**config.mk**
```make
export PLATFORM = sky130hd
export DESIGN_NAME = iob_cache_axi_arbiter
export DESIGN_NICKNAME = d
export VERILOG_FILES = /design/src/rtl/iob_cache_axi_arbiter.sv
export SDC_FILE = /design/constraint.sdc
export NUM_CORES = 1
export LEC_CHECK = 0
export ABC_CLOCK_PERIOD_IN_PS = 1900
export CELL_PAD_IN_SITES_DETAIL_PLACEMENT = 2
export CELL_PAD_IN_SITES_GLOBAL_PLACEMENT = 2
export CORE_AREA = 2 2 202 204
export CTS_BUF_LIST = sky130_fd_sc_hd__clkbuf_4 sky130_fd_sc_hd__clkbuf_8
export DETAILED_ROUTE_END_ITERATION = 7
export DIE_AREA = 0 0 204 206
export HOLD_SLACK_MARGIN = 0.03
export PLACE_DENSITY_LB_ADDON = 0.1
export SYNTH_ARGS = -nofsm -noshare
export SYNTH_HDL_FRONTEND = slang
export SYNTH_SLANG_ARGS = --single-unit
```
**constraint.sdc**
```tcl
create_clock -name clk_i -period 1.9 [get_ports clk_i]
set_input_delay 0.38 -clock clk_i [delete_from_list [all_inputs] [get_ports clk_i]]
set_output_delay 0.38 -clock clk_i [all_outputs]
set_load 0.02 [all_outputs]
```
**src/rtl/iob_cache_axi_arbiter.sv**
```systemverilog
// Round-robin AXI4 arbiter, N cache masters onto one port; one outstanding read and write, grant 1 cycle after request.
// Data paths zero latency, backpressure passed straight through; IOB_CACHE_ARB_FIXED_PRIO_EN selects fixed priority.
module iob_cache_axi_arbiter #(
   parameter int N_MASTERS  = 2,
   parameter int AXI_ID_W   = 1,
   parameter int AXI_ADDR_W = 24,
   parameter int AXI_DATA_W = 32,
   parameter int AXI_LEN_W  = 8,
   parameter int GW   = $clog2(N_MASTERS),
   parameter int AW_W = AXI_ID_W + AXI_ADDR_W + AXI_LEN_W + 17,
   parameter int R_W  = AXI_ID_W + AXI_DATA_W + 3,
   parameter int W_W  = AXI_DATA_W + AXI_DATA_W / 8 + 1,
   parameter int B_W  = AXI_ID_W + 2
) (
   input  logic                      clk_i,
   input  logic                      rst_i,
   input  logic [N_MASTERS*AW_W-1:0] s_ar_i,
   input  logic [N_MASTERS-1:0]      s_arvalid_i,
   output logic [N_MASTERS-1:0]      s_arready_o,
   output logic [R_W-1:0]            s_r_o,
   output logic [N_MASTERS-1:0]      s_rvalid_o,
   input  logic [N_MASTERS-1:0]      s_rready_i,
   input  logic [N_MASTERS*AW_W-1:0] s_aw_i,
   input  logic [N_MASTERS-1:0]      s_awvalid_i,
   output logic [N_MASTERS-1:0]      s_awready_o,
   input  logic [N_MASTERS*W_W-1:0]  s_w_i,
   input  logic [N_MASTERS-1:0]      s_wvalid_i,
   output logic [N_MASTERS-1:0]      s_wready_o,
   output logic [B_W-1:0]            s_b_o,
   output logic [N_MASTERS-1:0]      s_bvalid_o,
   input  logic [N_MASTERS-1:0]      s_bready_i,
   output logic [AW_W-1:0]           m_ar_o,
   output logic                      m_arvalid_o,
   input  logic                      m_arready_i,
   input  logic [R_W-1:0]            m_r_i,
   input  logic                      m_rvalid_i,
   output logic                      m_rready_o,
   output logic [AW_W-1:0]           m_aw_o,
   output logic                      m_awvalid_o,
   input  logic                      m_awready_i,
   output logic [W_W-1:0]            m_w_o,
   output logic                      m_wvalid_o,
   input  logic                      m_wready_i,
   input  logic [B_W-1:0]            m_b_i,
   input  logic                      m_bvalid_i,
   output logic                      m_bready_o
);

   typedef enum logic [1:0] {R_IDLE, R_ADDR, R_DATA} r_state_t;
   typedef enum logic [1:0] {W_IDLE, W_ADDR, W_DATA, W_RESP} w_state_t;

   r_state_t       r_state;
   w_state_t       w_state;
   logic [GW-1:0]  rg;
   logic [GW-1:0]  wg;
   logic [GW-1:0]  r_pick;
   logic [GW-1:0]  w_pick;

   logic [AW_W-1:0] ar_arr [N_MASTERS];
   logic [AW_W-1:0] aw_arr [N_MASTERS];
   logic [W_W-1:0]  w_arr  [N_MASTERS];

   for (genvar k = 0; k < N_MASTERS; k++) begin : g_unpack
      assign ar_arr[k] = s_ar_i[k*AW_W +: AW_W];
      assign aw_arr[k] = s_aw_i[k*AW_W +: AW_W];
      assign w_arr[k]  = s_w_i[k*W_W +: W_W];
   end

`ifdef IOB_CACHE_ARB_FIXED_PRIO_EN
   function automatic logic [GW-1:0] pick(input logic [N_MASTERS-1:0] req);
      logic [GW-1:0] g;
      g = '0;
      for (int i = N_MASTERS - 1; i >= 0; i--) begin
         if (req[i]) g = GW'(i);
      end
      return g;
   endfunction

   assign r_pick = pick(s_arvalid_i);
   assign w_pick = pick(s_awvalid_i);
`else
   logic [GW-1:0] r_last;
   logic [GW-1:0] w_last;

   // Search starts one past the last winner so every requester gets a turn.
   function automatic logic [GW-1:0] pick(input logic [N_MASTERS-1:0] req,
                                          input logic [GW-1:0]        last);
      logic [GW-1:0] g;
      logic          found;
      int            idx;
      g     = '0;
      found = 1'b0;
      for (int i = 1; i <= N_MASTERS; i++) begin
         idx = (int'(last) + i) % N_MASTERS;
         if (!found && req[idx]) begin
            g     = GW'(idx);
            found = 1'b1;
         end
      end
      return g;
   endfunction

   assign r_pick = pick(s_arvalid_i, r_last);
   assign w_pick = pick(s_awvalid_i, w_last);
`endif

   logic ar_hs, r_done, aw_hs, w_done, b_hs;

   assign ar_hs  = m_arvalid_o & m_arready_i;
   assign r_done = m_rvalid_i & m_rready_o & m_r_i[0];
   assign aw_hs  = m_awvalid_o & m_awready_i;
   assign w_done = m_wvalid_o & m_wready_i & m_w_o[0];
   assign b_hs   = m_bvalid_i & m_bready_o;

   assign s_r_o = m_r_i;
   assign s_b_o = m_b_i;

   always_ff @(posedge clk_i or posedge rst_i) begin
      if (rst_i) begin
         r_state <= R_IDLE;
         rg      <= '0;
`ifndef IOB_CACHE_ARB_FIXED_PRIO_EN
         r_last  <= GW'(N_MASTERS - 1);
`endif
      end else begin
         case (r_state)
            R_IDLE: begin
               if (|s_arvalid_i) begin
                  rg      <= r_pick;
`ifndef IOB_CACHE_ARB_FIXED_PRIO_EN
                  r_last  <= r_pick;
`endif
                  r_state <= R_ADDR;
               end
            end
            R_ADDR:  if (ar_hs)  r_state <= R_DATA;
            R_DATA:  if (r_done) r_state <= R_IDLE;
            default: r_state <= R_IDLE;
         endcase
      end
   end

   always_ff @(posedge clk_i or posedge rst_i) begin
      if (rst_i) begin
         w_state <= W_IDLE;
         wg      <= '0;
`ifndef IOB_CACHE_ARB_FIXED_PRIO_EN
         w_last  <= GW'(N_MASTERS - 1);
`endif
      end else begin
         case (w_state)
            W_IDLE: begin
               if (|s_awvalid_i) begin
                  wg      <= w_pick;
`ifndef IOB_CACHE_ARB_FIXED_PRIO_EN
                  w_last  <= w_pick;
`endif
                  w_state <= W_ADDR;
               end
            end
            W_ADDR:  if (aw_hs)  w_state <= W_DATA;
            W_DATA:  if (w_done) w_state <= W_RESP;
            W_RESP:  if (b_hs)   w_state <= W_IDLE;
            default: w_state <= W_IDLE;
         endcase
      end
   end

   always_comb begin
      m_ar_o      = ar_arr[rg];
      m_arvalid_o = 1'b0;
      s_arready_o = '0;
      s_rvalid_o  = '0;
      m_rready_o  = 1'b0;
      case (r_state)
         R_ADDR: begin
            m_arvalid_o     = s_arvalid_i[rg];
            s_arready_o[rg] = m_arready_i;
         end
         R_DATA: begin
            s_rvalid_o[rg] = m_rvalid_i;
            m_rready_o     = s_rready_i[rg];
         end
         default: ;
      endcase
   end

   // W is only exposed in W_DATA, i.e. strictly after the AW handshake.
   always_comb begin
      m_aw_o      = aw_arr[wg];
      m_w_o       = w_arr[wg];
      m_awvalid_o = 1'b0;
      s_awready_o = '0;
      m_wvalid_o  = 1'b0;
      s_wready_o  = '0;
      s_bvalid_o  = '0;
      m_bready_o  = 1'b0;
      case (w_state)
         W_ADDR: begin
            m_awvalid_o     = s_awvalid_i[wg];
            s_awready_o[wg] = m_awready_i;
         end
         W_DATA: begin
            m_wvalid_o     = s_wvalid_i[wg];
            s_wready_o[wg] = m_wready_i;
         end
         W_RESP: begin
            s_bvalid_o[wg] = m_bvalid_i;
            m_bready_o     = s_bready_i[wg];
         end
         default: ;
      endcase
   end

endmodule

```
---- Word-level counts from Yosys, hierarchy flattened ----
Cells that the tools add are included.
operators by class
  $add $sub $neg .......................... 4
  eq/ne operators ......................... 12
  order comparisons ....................... 10
  multiplexer cells ....................... 60
  bitwise operators ....................... 18
  reductions and logical operators ........ 14
operators with widths
  operator               number
  $mux W50               6
  $mux W37               3
  $mux W1                35
  $mux W2                12
  $ne A2 B2 Y1 const B   7
  $lt A2 B3 Y1 const B   4
  $and A2 B2 Y2          5
  $pmux W2 S4            1
  $and A1 B1 Y1          7
  $eq A2 B2 Y1 const B   3
  $pmux W2 S3            1
  $add A1 B1 Y1 const B  4
  $and A1 B1 Y1 const A  4
  $eq A2 B1 Y1 const B   2
  $ge A2 B2 Y1 const B   2
  $logic_and A1 B1 Y1    4
  $logic_not A2 Y1       2
  $lt A1 B2 Y1 const B   2
  $not A1 Y2             2
  $reduce_and A2 Y1      2
  $reduce_and A4 Y1      1
  $reduce_or A2 Y1       2
  $reduce_and A3 Y1      1
  $demux W1 S1           2
  other kinds (2)        4
word-level totals
  register bits after elaboration ......... 8
  word-level logic and storage cells ...... 124

---- Longest topological paths before layout ----
Gate-level depths: netlist (run 1).
  depth in word-level cells ............... 9
  mapped depth ............................ 6

---- Worst setup path before layout (run 1) ----
No wires, ideal clock.
  path type ............................... flip-flop to output port
  start point ............................. reg rg
  end point ............................... out s_arready_o[0]
  arrival ................................. 1.501 ns
  setup slack ............................. 0.019 ns
  stages on the path, launching flop included .. 4
  data required time ...................... 1.520 ns
  path through ............................ dfrtp_1 > buf_1 > buf_2 > nor4bb_1
between the ends
  longest elaborated chain between the ends .. 6
ends and longest elaborated chain
  what                                                                       RTL line  RTL
  start, declared                                                            54        logic [GW-1:0] rg;
  start signal, assigned                                                     129       rg <= r_pick;
  $lt A1 B2 Y1 (not written as such) / $ge A1 B1 Y1 (equally long branches)  178       s_arready_o[rg] = m_arready_i;
  $logic_and A1 B1 Y1 (not written as such)                                  178
  $mux W1 (not written as such)                                              178
  $demux W1 S1 (*)                                                           178
  $and A2 B2 Y2 (no source line) (*)                                         n/a
  $mux W2 (*)                                                                175       case (r_state)
  end, declared                                                              19        output logic [N_MASTERS-1:0] s_arready_o,
Every way passes the cells marked *; elsewhere a longest branch is shown, timed or not.

---- Worst setup path after layout (run 1) ----
  start point ............................. reg wg
  end point ............................... out m_aw_o[29]
between the ends
  longest elaborated chain between the ends .. 4
ends and longest elaborated chain
  what                                         RTL line  RTL
  start, declared                              55        logic [GW-1:0] wg;
  start signal, assigned                       154       wg <= w_pick;
  $not A1 Y2 (not written as such)             190       m_aw_o = aw_arr[wg];
  $mux W50 (not written as such) (3 in a row)  190
  end, declared                                38        output logic [AW_W-1:0] m_aw_o,
Every way passes these cells. The select of a mux whose other input is x is not followed.

==> out/metrics.csv, run 1 <==
metric;value;unit
grt_pass1_vias;4553;
grt_max_degree;13;
outcome;finished, violations left;
dpl.hpwl;21300;microns
drc;0;
p_sw;0.00399;W
leakage;3.30;nW
finClkSkew;0.367;ps
slew_viol_final;0;
hold_viol;0;
timing.hold.ws;432;ps
dieArea;42000;sq um
synth_top_area_share;59.8;%
ys_warn_count;0;
synth_area_per_cell;9.89;sq um
cts.clk_slew.worst_paths;50;ps
io_buffers;444;
cts_sinks;8;
clk_latency;240;ps
antenna_found_initial;4;
ys_seq_area_share;7.80;%
netlist_instances;263;
vias_per_cell;3.17;
crit_type;reg2out;
fin_crit;2000;ps
relSlewSlack;73.2;%
synthArstFlopShare;100;%
power;0.00913;W
htreeDepth;1;
syn_nets;598;
layout_worst_path_cycle_share;105;%
critical_path.cell_chain;buf_8, buf_16, buf_6, mux2_4, buf_6;
layout.nets;1050;
start_util;6.47;%
clockPowerShare;2.4;%
cts_tree;done;
p_seq_share;4.6;%
critical-path-top-cell-by-count;buf_6;
core;40200;sq um
p_per_area;1130;nW/um^2
violations;setup timing;
cell_internal_pwr;0.00514;W
ys_ff_latch;8;
grt-ovfl-total;0;
synth_largest_area_cell;mux2_2;
antenna_left;0;
max-cap-violations;0;
netlist_top_cells_count;138 x mux2_2, 39 x buf_4, 14 x buf_2;
syn_to_final_growth;211;%
syn_area;2600;sq um
grt_usage;11.1;%
ir_drop;0.258;mV
synth_cell_type_count;33;
vias;3959;
die_width;204;microns
gp_congestion;0.763;
cp_num_buf_inv;4;
synth_area_leaders;mux2_2 60%, buf_4 11%, dfrtp_1 5.8%, buf_2 2.7%, ha_1 2.4%;
swShare;43.7;%
dieHeight;206;microns
rows;74;
dp_cells;1212;
drt_first_iter_violations;47;
worstMarginPinSlew;401;ps
first_pass_iters;3;
crit_family;buffers and inverters;
critPathMaxFanout;6;
finalCoreUtilization;20.1;%
grt_pass1_wl;33600;microns
dp_slack;-339;ps
cp_data_arrival_time;1620;ps
finalSetupViolations;43;
numCtsBuffers;3;
fin_ws;-98.3;ps
root_buffer;clkbuf_8;
critPathRequiredTime;1520;ps
cp-start-kind;register;
ys.flop_type;dfrtp_1;
drt_wl_total;25200;microns
endpoint_kind;output pin;
hold_class;in2async;
final_cells;1247;
layout-drive-gt1-share;51.6;%
synth-edff-count;0;
combinationalPowerShare;93.0;%
wl_per_cell;20.2;microns
ios;521;
synth_most_common_cell;mux2_2;
crit_slowest_cell;dfrtp_4;
rsz0062_at_grt;yes;
max_freq;500;MHz
max_stage_delay;540;ps
clockBufferDepth;2;
flip-flops by register name, indices dropped and copies added, names as in the netlist:
signal,count
w_last,1
r_last,1
rg,1
w_state,2
r_state,2
wg,1
metal layers:
layer | share of wire [%] | vias up | global-route usage, %
met5 | 0 | - | 0
met4 | 1.0 | 0 | 1.04
met3 | 7.9 | 22 | 3.22
met2 | 57 | 223 | 23.2
met1 | 34 | 1889 | 11.0
li1 | - | 1825 | -
power groups by stage:
| stage | clock network [W] | registers [W] | logic (W) |
|---|---|---|---|
| floorplan | 0 | 0.000322 | 0.00386 |
| global placement | 0 | 0.000410 | 0.00722 |
| detailed placement | 0 | 0.000419 | 0.00726 |
| CTS | 0.000237 | 0.000417 | 0.00860 |
| global route | 0.000250 | 0.000440 | 0.00903 |
| finish | 0.000219 | 0.000420 | 0.00849 |
metrics by stage:
stage,instance area (sq um),TNS [ps]
after global placement,7610,-18820
after CTS,7930,-7790
after detailed placement,7610,-19950
after floorplan,2600,0
after global routing,8080,-6400
final,8080,-1380
final timing paths:
check                              startpoint                      to  slack (ps)  cells past startpoint
setup / recovery               wg$_DFFE_PP0P_              m_aw_o[29]        -100                      5
hold / removal                          rst_i  r_state[0]$_DFFE_PP0P_         430                      2
hold reg to reg            r_last$_DFFE_PP1P_      r_last$_DFFE_PP1P_         490                      2
setup reg to reg               wg$_DFFE_PP0P_  w_state[1]$_DFFE_PP0P_         -10                      6
min in group clk_i         r_last$_DFFE_PP1P_      r_last$_DFFE_PP1P_         490                      2
max in group asynchronous               rst_i      w_last$_DFFE_PP1P_        1140                      2
timing repair:
item / CTS / global route
gates resized for setup: 688 / 101
hold buffers: 0 / 0
endpoints found under the setup margin: 153 / 151
gates cloned: 10 / 1
endpoints found under the hold margin: 0 / 0
pin swaps: 1 / 1
buffers inserted: 21 / 4
cells by family (layout without fill, tap and decap cells):
group | after synthesis | count (layout) | share of synthesized area [%]
multiplexers | 144 | 144 | 62.8
buffers and inverters | 63 | 513 | 15.7
AND/OR/NAND/NOR | 29 | 29 | 6.30
AO/OA/AOI/OAI | 14 | 14 | 4.96
flip-flops | 8 | 8 | 7.80
adder cells (fa/ha/maj) | 5 | 5 | 2.41
other | 0 | 2 | 0
final cells by class:
class                           instances  area, sq um
Antenna cell                            2         5.00
Clock buffer                            3         41.3
Fill cell                            4582        32100
Inverter                                5         21.3
Multi-Input combinational cell        192         2090
Sequential cell                         8          208
Tap cell                              532          666
Timing Repair Buffer                  505         5050
cells in the final DEF, fill, tap and decap left out, types with 4 or more instances in the layout:
cell	count
clkbuf_2	7
buf_2	55
clkdlybuf4s15_2	7
ha_1	5
mux2_2	124
inv_1	4
mux2_4	18
buf_12	12
nand2_1	8
buf_16	8
buf_6	79
nor2_1	4
buf_4	37
dfrtp_1	4
clkdlybuf4s50_1	291
No activity file was read; power rests on OpenSTA's default activity.
==> run 2, diff against run 1 <==
CTS_BUF_LIST = sky130_fd_sc_hd__clkbuf_4   (was sky130_fd_sc_hd__clkbuf_4 sky130_fd_sc_hd__clkbuf_8)
SLEW_MARGIN = 20   (was default)
==> out/metrics.csv, run 2 (same netlist as run 1, synthesis figures left out) <==
metric;value;unit;change
first_pass_iters;4;;+1
ir_drop;0.325;mV;+26%
root_buffer;clkbuf_4;;
dpl-instance-area;7610;sq um;unchanged
cts_tree;done;;
cp-start-kind;register;;
cp-startpoint;wg$_DFFE_PP0P_;;
max_freq;487;MHz;-2.7%
crit_slowest_cell;dfrtp_4;;
rows;74;;unchanged
drc;0;;unchanged
finalSetupViolations;119;;+180%
grt_max_degree;17;;+4
gp_congestion;0.763;;unchanged
finalSetupTns;-7910;ps;-6530 ps
dpl.hpwl;21300;microns;unchanged
crit_type;reg2out;;
layout_worst_path_cycle_share;108;%;+2.9 points
layout-drive-gt1-share;52.8;%;+1.2 points
leakage;3.52;nW;+6.8%
r2r-end;w_state[1]$_DFFE_PP0P_;;
reg.largest.list;r_state (2), w_state (2);;
reg2reg_slack;-10;ps;about the same
critical_path.cell_chain;buf_12, buf_16, buf_12, mux2_2, buf_6;;
cts_sinks;8;;unchanged
hold_buffers;0;;unchanged
power;0.00987;W;+8.1%
grt-ovfl-total;0;;unchanged
critPathRequiredTime;1520;ps;about the same
cp_data_arrival_time;1670;ps;+50 ps
final_area;8450;sq um;+4.6%
critical-path-top-cell-by-count;buf_12;;
dp_slack;-339;ps;unchanged
worstMarginPinSlew;400;ps;-1.11 ps
layout.nets;1066;;+1.5%
critPathMaxFanout;6;;unchanged
rsz0062_at_grt;yes;;
fin_ws;-154;ps;-56.0 ps
clk_latency;270;ps;+30 ps
max_stage_delay;540;ps;about the same
violations;setup timing;;
die_width;204;microns;unchanged
grt_usage;11.0;%;-0.084 points
htreeDepth;1;;unchanged
reg2regPathDepth;6;;unchanged
r2r-start;wg$_DFFE_PP0P_;;
dieHeight;206;microns;unchanged
drt_wl_total;25700;microns;+2.1%
vias;4046;;+2.2%
outcome;finished, violations left;;
cts.clk_slew.worst_paths;70;ps;+20 ps
dieArea;42000;sq um;unchanged
vias_per_cell;3.20;;+0.90%
endpoint_kind;output pin;;
io_buffers;444;;unchanged
syn_to_final_growth;225;%;
numCtsBuffers;3;;unchanged
mostFrequentLayoutCell;clkdlybuf4s50_1;;
p_per_area;1170;nW/um^2;+3.4%
relSlewSlack;73.3;%;+0.074 points
hold_class;in2async;;
max-cap-violations;0;;unchanged
core;40200;sq um;unchanged
fin_crit;2050;ps;+56.0 ps
finClkSkew;0.352;ps;-0.0153 ps
clockBufferDepth;2;;unchanged
hold_viol;0;;unchanged
wl_per_cell;20.3;microns;+0.78%
grt_pass1_vias;4526;;-0.59%
final_cells;1263;;+1.3%
ios;521;;unchanged
dp_cells;1212;;unchanged
antenna_found_initial;4;;unchanged
layout_common_cells;291 x clkdlybuf4s50_1, 109 x mux2_2, 106 x buf_6;;
drt_first_iter_violations;65;;+38%
start_util;6.47;%;unchanged
antenna_left;0;;unchanged
slew_viol_final;0;;unchanged
grt_pass1_wl;33300;microns;-0.84%
## run 2: cell types whose count changed in the layout (fill, tap and decap cells not counted), sizes merged
cell	change
clkbuf	+6
clkdlybuf4s15	-9
dlygate4sd2	+3
buf	+16
## run 2: repair_timing
item | 4_1_cts | 5_1_grt
setup buffers | 23 | 12
cloned | 9 | 5
endpoints found under the setup margin | 154 | 150
pin swaps | 1 | 3
gates resized for setup | 672 | 202
## run 2: worst max-delay path by stage
| stage | cells after the start | slack, ps | end |
|---|---|---|---|
| floorplan | 3 | 20 | s_arready_o[0] |
| global placement | 4 | -290 | m_arvalid_o |
| detailed placement | 3 | -340 | s_arready_o[0] |
| CTS | 4 | -230 | m_w_o[12] |
| global route | 5 | -230 | m_w_o[16] |
| finish | 5 | -150 | m_w_o[9] |
## run 2: worst max-delay path: cells and delay by family (launching register included)
family	cells	cell delay [ps]
multiplexers	1	280
flip-flops	1	540
buffers and inverters	4	580
## run 2: where the power goes
group,internal [W],leakage [nW],switching (W)
combinational,0.00533,3.42,0.00396
sequential,0.000284,0.0905,0.000146
clock,0.0000734,0.0138,0.0000770
total,0.00569,3.52,0.00419
## run 2: area by class of cell
type                       count  area [sq um]
timing repair buffer         521          5360
clock buffer                   3          22.5
multi-input combinational    192          2160
antenna                        2          5.00
sequential                     8           208
fill                        4575         31700
tap                          532           666
inverter                       5          23.8
## run 2: metrics by stage
step	hold slack, ps	utilization, %
after floorplan	194	-
after global placement	471	18.9
after detailed placement	494	18.9
after CTS	407	19.6
after global routing	421	21.0
final	392	21.0
## run 2: routing by layer
layer  vias to the layer above  routed length [microns]  global-route usage [%]
met3                        22                     2090                    3.36
li1                       1864                        -                       -
met1                      1937                     8730                    10.8
met4                         0                      256                    1.04
met2                       223                    14600                    23.0
met5                         -                        0                       0
